<file path="src/rtl/regfile_param.sv">
// Parameterised register file with two registered read ports, one write port, same-cycle forwarding and a sequenced clear.
// Read latency 1 cycle; no backpressure -- while busy the clear sequence owns the array and we/re/clr are dropped.
module regfile_param #(
    parameter int DATA_W   = 24,
    parameter int ADDR_W   = 3,
    parameter int ZERO_REG = 1,
    parameter int BYPASS   = 1
) (
    input  logic              clk,
    input  logic              rst,
    input  logic [ADDR_W-1:0] rs,
    input  logic [ADDR_W-1:0] rt,
    input  logic [ADDR_W-1:0] rd,
    input  logic [DATA_W-1:0] dataIn,
    input  logic              we,
    input  logic              re,
    input  logic              clr,
    output logic [DATA_W-1:0] dataOutA,
    output logic [DATA_W-1:0] dataOutB,
    output logic              valid,
    output logic              busy
);
    localparam int NREGS = 2 ** ADDR_W;

    typedef enum logic {IDLE, CLEAR} state_t;

    state_t            state_q, state_d;
    logic [ADDR_W-1:0] cnt_q, cnt_d;
    logic [DATA_W-1:0] regs_q [NREGS];
    logic [DATA_W-1:0] dout_a_q, dout_a_d;
    logic [DATA_W-1:0] dout_b_q, dout_b_d;
    logic              valid_q, valid_d;
    logic              wr_en;
    logic              clr_en;
    logic              rd_is_zero;

    // Index 0 is a constant when ZERO_REG is set, so it never forwards either.
    function automatic logic [DATA_W-1:0] read_val(
        input logic [ADDR_W-1:0] idx,
        input logic [DATA_W-1:0] stored,
        input logic              wr,
        input logic [ADDR_W-1:0] widx,
        input logic [DATA_W-1:0] wdat
    );
        logic [DATA_W-1:0] v;
        v = stored;
        if ((ZERO_REG != 0) && (idx == '0))
            v = '0;
        else if ((BYPASS != 0) && wr && (idx == widx))
            v = wdat;
        return v;
    endfunction

    assign rd_is_zero = (ZERO_REG != 0) && (rd == '0);

    always_comb begin
        state_d  = state_q;
        cnt_d    = cnt_q;
        dout_a_d = dout_a_q;
        dout_b_d = dout_b_q;
        valid_d  = 1'b0;
        wr_en    = 1'b0;
        clr_en   = 1'b0;
        case (state_q)
            IDLE: begin
                if (clr) begin
                    state_d = CLEAR;
                    cnt_d   = '0;
                end else begin
                    wr_en = we && !rd_is_zero;
                    if (re) begin
                        dout_a_d = read_val(rs, regs_q[rs], wr_en, rd, dataIn);
                        dout_b_d = read_val(rt, regs_q[rt], wr_en, rd, dataIn);
                        valid_d  = 1'b1;
                    end
                end
            end
            CLEAR: begin
                clr_en = 1'b1;
                if (cnt_q == ADDR_W'(NREGS - 1)) begin
                    state_d = IDLE;
                    cnt_d   = '0;
                end else begin
                    cnt_d = cnt_q + ADDR_W'(1);
                end
            end
            default: begin
                state_d = IDLE;
                cnt_d   = '0;
            end
        endcase
    end

    always_ff @(posedge clk or posedge rst) begin
        if (rst) begin
            state_q  <= IDLE;
            cnt_q    <= '0;
            dout_a_q <= '0;
            dout_b_q <= '0;
            valid_q  <= 1'b0;
        end else begin
            state_q  <= state_d;
            cnt_q    <= cnt_d;
            dout_a_q <= dout_a_d;
            dout_b_q <= dout_b_d;
            valid_q  <= valid_d;
        end
    end

    always_ff @(posedge clk or posedge rst) begin
        if (rst) begin
            for (int i = 0; i < NREGS; i++)
                regs_q[i] <= '0;
        end else if (clr_en) begin
            regs_q[cnt_q] <= '0;
        end else if (wr_en) begin
            regs_q[rd] <= dataIn;
        end
    end

    assign dataOutA = dout_a_q;
    assign dataOutB = dout_b_q;
    assign valid    = valid_q;
    assign busy     = (state_q == CLEAR);
endmodule

</file>
<file path="config.mk">
export PLATFORM = sky130hd
export DESIGN_NAME = regfile_param
export DESIGN_NICKNAME = d
export VERILOG_FILES = /design/src/rtl/regfile_param.sv
export SDC_FILE = /design/constraint.sdc
export NUM_CORES = 1
export LEC_CHECK = 0
export BUFFER_PORTS_ARGS = -buffer_cell sky130_fd_sc_hd__buf_2
export CAP_MARGIN = 20
export CORE_ASPECT_RATIO = 1.4
export CORE_MARGIN = 8
export CORE_UTILIZATION = 45
export DETAILED_ROUTE_END_ITERATION = 16
export PLACE_DENSITY = 0.66
export REMOVE_ABC_BUFFERS = 1
export SLEW_MARGIN = 0
export SYNTH_ARGS = -nofsm -noshare
export SYNTH_HDL_FRONTEND = slang
export SYNTH_SLANG_ARGS = --single-unit
</file>
<file path="constraint.sdc">
create_clock -name clk -period 13.5 [get_ports clk]
set_input_delay 4.05 -clock clk [delete_from_list [all_inputs] [get_ports clk]]
set_output_delay 4.05 -clock clk [all_outputs]
set_load 0.01 [all_outputs]
</file>
After elaboration in Yosys (flattened, before gate mapping)

Cells that the tools add are included.
W data, S select, Z words.

Register bits after elaboration: 245
Latch bits: 0
RAM bits: 0
Memory bits (read-only): 0
Bits of input ports: 38
Logic and storage cells: 72
Memories: 0

$add $sub $neg: 1
Multipliers: 0
Divide/modulo/power cells: 0
Magnitude comparators: 6
Equality and inequality tests: 4
Shift-type cells: 0
Multiplexer cells: 29
Bitwise operators: 8
Reductions and logical operators: 11

Operator list:

| kind                  | number |
|---|---|
| $mux W192             | 2 |
| $mux W24              | 10 |
| $and A192 B192 Y192   | 1 |
| $bwmux W192           | 1 |
| $not A192 Y192        | 1 |
| $bmux W24 S3          | 2 |
| $demux W24 S3         | 2 |
| $ge A4 B4 Y1 const B  | 4 |
| $not A3 Y4            | 4 |
| $logic_not A3 Y1      | 3 |
| $lt A4 B1 Y1 const B  | 2 |
| $mux W1               | 8 |
| $eq A3 B3 Y1          | 2 |
| $mux W3               | 2 |
| $pmux W3 S2           | 1 |
| $logic_and A1 B1 Y1   | 5 |
| $add A3 B1 Y3 const B | 1 |
| $eq A3 B3 Y1 const B  | 1 |
| $reduce_and A3 Y1     | 1 |
| $ne A2 B2 Y1 const B  | 1 |
| $not A1 Y1            | 2 |
| $pmux W1 S2           | 1 |
| $reduce_bool A2 Y1    | 1 |
| $logic_not A1 Y1      | 1 |

Longest topological paths before layout

Depth in word-level cells: 8
Gate-level depth with buffers: 7
Gate-level depth less buffers: 4

Least setup slack after synthesis

No wires, ideal clock.

Path type: input to register
Start point: input rd[2]
End point: register regs_q[72] (netlist bit)
Setup time: 0.121 ns
Arrival: 5.411 ns
Required time: 13.379 ns
Slack: 7.968 ns
Stages on the path: 6
Path through: buf_2 > or3b_1 > nor2_2 > a21oi_1 > clkbuf_1 > a22o_1

Cells in the longest elaborated chain, start to end: 8

RTL lines:

| element                                                            | RTL line | text |
|---|---|---|
| start, declared                                                    | 13       | `input logic [ADDR_W-1:0] rd,` |
| $not A3 Y4 (not written as such)                                   | 117      | `regs_q[rd] <= dataIn;` |
| $ge A4 B4 Y1 (not written as such) or $lt A4 B1 Y1 (tied branches) | 117      |  |
| $logic_and A1 B1 Y1 (not written as such)                          | 117      |  |
| $mux W24 (not written as such)                                     | 117      |  |
| $demux W24 S3                                                      | 117      |  |
| $bwmux W192                                                        | 117      |  |
| $mux W192                                                          | 116      | `end else if (wr_en) begin` |
| $mux W192                                                          | 114      | `end else if (clr_en) begin` |
| end signal, assigned by index                                      | 117      |  |
| end, declared                                                      | 29       | `logic [DATA_W-1:0] regs_q [NREGS];` |

Several ways; a longest one is shown, not always the timed one. The select of a mux whose other input is x is not followed.
A chain may end at the register's enable or synchronous reset.

Final worst setup path

Start point: input clr
End point: register dout_a_q[17] (netlist: dataOutA[17])

Cells in the longest elaborated chain, start to end: 2

RTL lines:

| element                     | RTL line | text |
|---|---|---|
| start, declared             | 17       | `input logic clr,` |
| $not A1 Y1 (no line)        | --       |  |
| $reduce_and A3 Y1 (no line) | --       |  |
| end signal, assigned        | 104      | `dout_a_q <= dout_a_d;` |
| end, declared               | 30       | `logic [DATA_W-1:0] dout_a_q, dout_a_d;` |

No other way between the ends.

==> flow_summary_export.csv <==
group,metric,value,unit
synthesis,synthFlopType,"sky130_fd_sc_hd__dfrtp_1",
synthesis,synth_area_leaders,"sky130_fd_sc_hd__dfrtp_1 50%, sky130_fd_sc_hd__a22o_1 12%, sky130_fd_sc_hd__mux2i_1 9.6%",
clocking,cts_setup_buffers,0,
clocking,worst_skew_pair.late_latency,0.52,ns
timing,timing.hold.ws,0.4809,ns
pwr,total_power,2.216,mW
synthesis,fraction_of_registers_with_async_set_reset,100.0,%
routing,num_vias,9294,
cells_and_area,finish.utilization,51.25,%
routing,detail-route-antenna-nets,0,
synthesis,synth.ff_latch_count,245,
hold_path,min_from,"dataOutB[5]$_DFFE_PP0P_",
pwr,power_per_standard_cell_area,160.6,mW/mm²
place,gp_routability_congestion,0.8270,
place,placed_area,0.01301,mm²
cells_and_area,design_area,0.01379,mm²
routing,post_route_drc_violation_count,0,
clocking,cts_hold_buf,0,
grt,all_layer_gr_usage,23.49,%
critical_path,end_kind,"flop",
critical_path,timing.setup.critical_path_class,"in -> reg",
critical_path,crit-reg2reg-launch,"busy$_DFF_PP0_",
grt,via_count_of_the_first_global_routing_pass,9626,
place,placement.io_buffers,87,
floorplanning,core_region_area,0.02692,mm²
synthesis,avgSynthCellArea,12.23,µm²
floorplanning,die_height,211.6,µm
clocking,ctsLongestPathBuffers,3,
floorplanning,die_ar,0.03294,mm²
clocking,tritoncts,"yes",
place,dpl.cell_count,1363,
synthesis,syn_inst,1005,
synthesis,synth_area,0.01229,mm²
cells_and_area,instances_no_fill,1406,
synthesis,synth_sequential_area_ratio,49.87,%
clocking,numClockSinks,245,
place,dp.final_hpwl,22000,µm
critical_path,worst_setup_path_start_kind,"input port",
grt,grt_pass1_wl,59400,µm
routing,wl,38590,µm
critical_path,timing.critical_path.cells,"buf_2, or3b_2, buf_4, nor2_1, nand3_1, buf_4, o221ai_1",
routing,routed_wire_length_per_instance,27.45,µm
timing,finalSetupViolations,0,
routing,route.detailed.vias_per_inst,6.610,
floorplanning,die_w,155.7,µm
hold_path,hold_path.class,"reg -> reg",
synthesis,synth.lib_cells_used.distinct,37,
timing,max_clock_freq,166.4,MHz
floorplanning,placement_rows,71,
synthesis,netlist_top_cells_count,"245 x sky130_fd_sc_hd__dfrtp_1, 169 x sky130_fd_sc_hd__a22o_1, 118 x sky130_fd_sc_hd__mux2i_1",
clocking,clk_pin_slew,0.07,ns
timing,worst_pin_slew,1.088,ns
grt,grt_start_max_net_pins,100,
clocking,cts_inserted_buffers,24,
hold_path,hold-path-cell-count,2,
clocking,htree_depth,1,
cells_and_area,area_growth,12.21,%
timing,final_slew_violations,0,
critical_path,worstPathMaxFanout,52,
synthesis,synthMostInstantiatedCell,"sky130_fd_sc_hd__dfrtp_1",
timing,final-hold-violation-count,0,
critical_path,worstRegToRegCells,6,
routing,drt_iter0_drc,868,
timing,rsz_0062_raised_after_global_routing,"false",
critical_path,crit_arrival,6.43,ns
job,maxCapViolCount,0,
cells_and_area,final_layout_size_suffix_gt1_share,20.94,%
timing,timing.setup.tns,0,ns
timing,finalClockSkew,0.01415,ns
timing,final_min_period_over_clock_period,44.53,%
synthesis,cell_accounting_for_the_most_synthesized_area,"sky130_fd_sc_hd__dfrtp_1",
pwr,leakage,6.477,nW
synthesis,synth_warnings,0,
critical_path,timing.critical_path.required,13.92,ns
critical_path,crit_start,"clr",
grt,antenna_found_initial,1,
cells_and_area,finish.net_count,1064,
floorplanning,initial_core_util,45.67,%
critical_path,cp_slowest_cell,"sky130_fd_sc_hd__or3b_2",
timing,slew_headroom,27.30,%
timing,finalCriticalPeriod,6.011,ns
synthesis,synth-edff-count,0,
clocking,cts_repair_resize_count,0,
floorplanning,design.portCount,88,
timing,layout_setup_ws,7.489,ns
critical_path,critical-path-max-stage-delay,0.47,ns
place,pre_cts_slack,7.002,ns
clocking,cts-root-buf,"sky130_fd_sc_hd__clkbuf_16",
grt,grt.overflow.total,0,
cells_and_area,antenna-diode-count,0,
critical_path,crit_top_cell,"sky130_fd_sc_hd__buf_4",
status,run_status,"completed",
routing,drt-pass1-iter-count,5,
synthesis,synth_top_cell_area_share,49.87,%
pwr,irDropWorstVdd,0.1410,mV
-- routing by layer --
metal / vias up / track usage, % / share of wire, %
met2: 433 / 38.69 / 49
met5: - / 0 / 0.034
met3: 81 / 4.633 / 8.0
li1: 3904 / - / -
met1: 4874 / 30.19 / 40
met4: 2 / 8.826 / 3.2
-- layout by cell type (no fill, tap or decap), types with 3 or more instances in the layout --
cell,synthesis,layout
sky130_fd_sc_hd__dfrtp_1,245,245
sky130_fd_sc_hd__a22o_1,169,169
sky130_fd_sc_hd__mux2i_1,118,118
sky130_fd_sc_hd__buf_2,31,85
sky130_fd_sc_hd__a22oi_1,69,69
sky130_fd_sc_hd__nand2_1,54,54
sky130_fd_sc_hd__mux4_2,48,48
sky130_fd_sc_hd__nor2b_1,31,29
sky130_fd_sc_hd__clkbuf_16,0,25
sky130_fd_sc_hd__inv_1,25,24
sky130_fd_sc_hd__buf_4,0,24
sky130_fd_sc_hd__o31ai_1,23,23
sky130_fd_sc_hd__o221ai_1,23,23
sky130_fd_sc_hd__o21ai_1,20,19
sky130_fd_sc_hd__o21ai_0,7,7
sky130_fd_sc_hd__xnor2_1,6,6
sky130_fd_sc_hd__nor2_4,0,5
sky130_fd_sc_hd__nor2_1,8,5
sky130_fd_sc_hd__clkbuf_8,0,5
sky130_fd_sc_hd__clkbuf_1,55,5
sky130_fd_sc_hd__a31oi_2,0,4
sky130_fd_sc_hd__and2_1,4,4
sky130_fd_sc_hd__clkinv_2,0,4
sky130_fd_sc_hd__o211ai_1,3,3
-- report_power, final --
group          internal, mW  total (mW)  switching (mW)
sequential            0.859       0.971           0.112
clock                 0.386       0.680           0.294
combinational         0.219       0.565           0.346
total                  1.46        2.22           0.752
-- worst paths after layout --
| kind | endpoint | slack, ns |
|---|---|---|
| worst max register to register | dataOutA[17]$_DFFE_PP0P_ | 10.58 |
| max in group asynchronous | regs_q[102]$_DFFE_PP0P_ | 8.36 |
| worst min-delay path | dataOutB[5]$_DFFE_PP0P_ | 0.48 |
| min in group asynchronous | regs_q[147]$_DFFE_PP0P_ | 3.64 |
| worst min register to register | dataOutB[5]$_DFFE_PP0P_ | 0.48 |
| worst max-delay path | dataOutA[17]$_DFFE_PP0P_ | 7.49 |
-- state kept, by name, indices dropped and copies added, names as in the netlist --
name      flops
cnt_q         3
busy          1
regs_q      192
dataOutB     24
valid         1
dataOutA     24
-- kinds of logic (layout without fill, tap and decap cells) --
kind of cell / after synthesis / count (layout) / synth area share (%)
AO/OA/AOI/OAI: 325 / 325 / 21.23
flip-flops: 245 / 245 / 49.87
multiplexers: 167 / 167 / 18.49
buffers and inverters: 141 / 177 / 4.621
AND/OR/NAND/NOR: 119 / 119 / 5.150
XOR/XNOR: 6 / 6 / 0.4275
adder cells (fa/ha/maj): 2 / 2 / 0.2035
-- worst max-delay path, delay by kind of cell --
kind | cells | cell delay (ns)
AND/OR/NAND/NOR | 3 | 1.22
buffers and inverters | 3 | 0.91
AO/OA/AOI/OAI | 1 | 0.23
-- area by class of cell --
type                       instances  area [µm²]
clock buffer                      35       713.2
clock inverter                     8       73.82
fill                            2343       13120
inverter                          25       101.3
multi-input combinational        619        5713
sequential                       245        6131
tap                              365       456.7
timing repair buffer             109       605.6
Power figures use the tool's default switching activity.
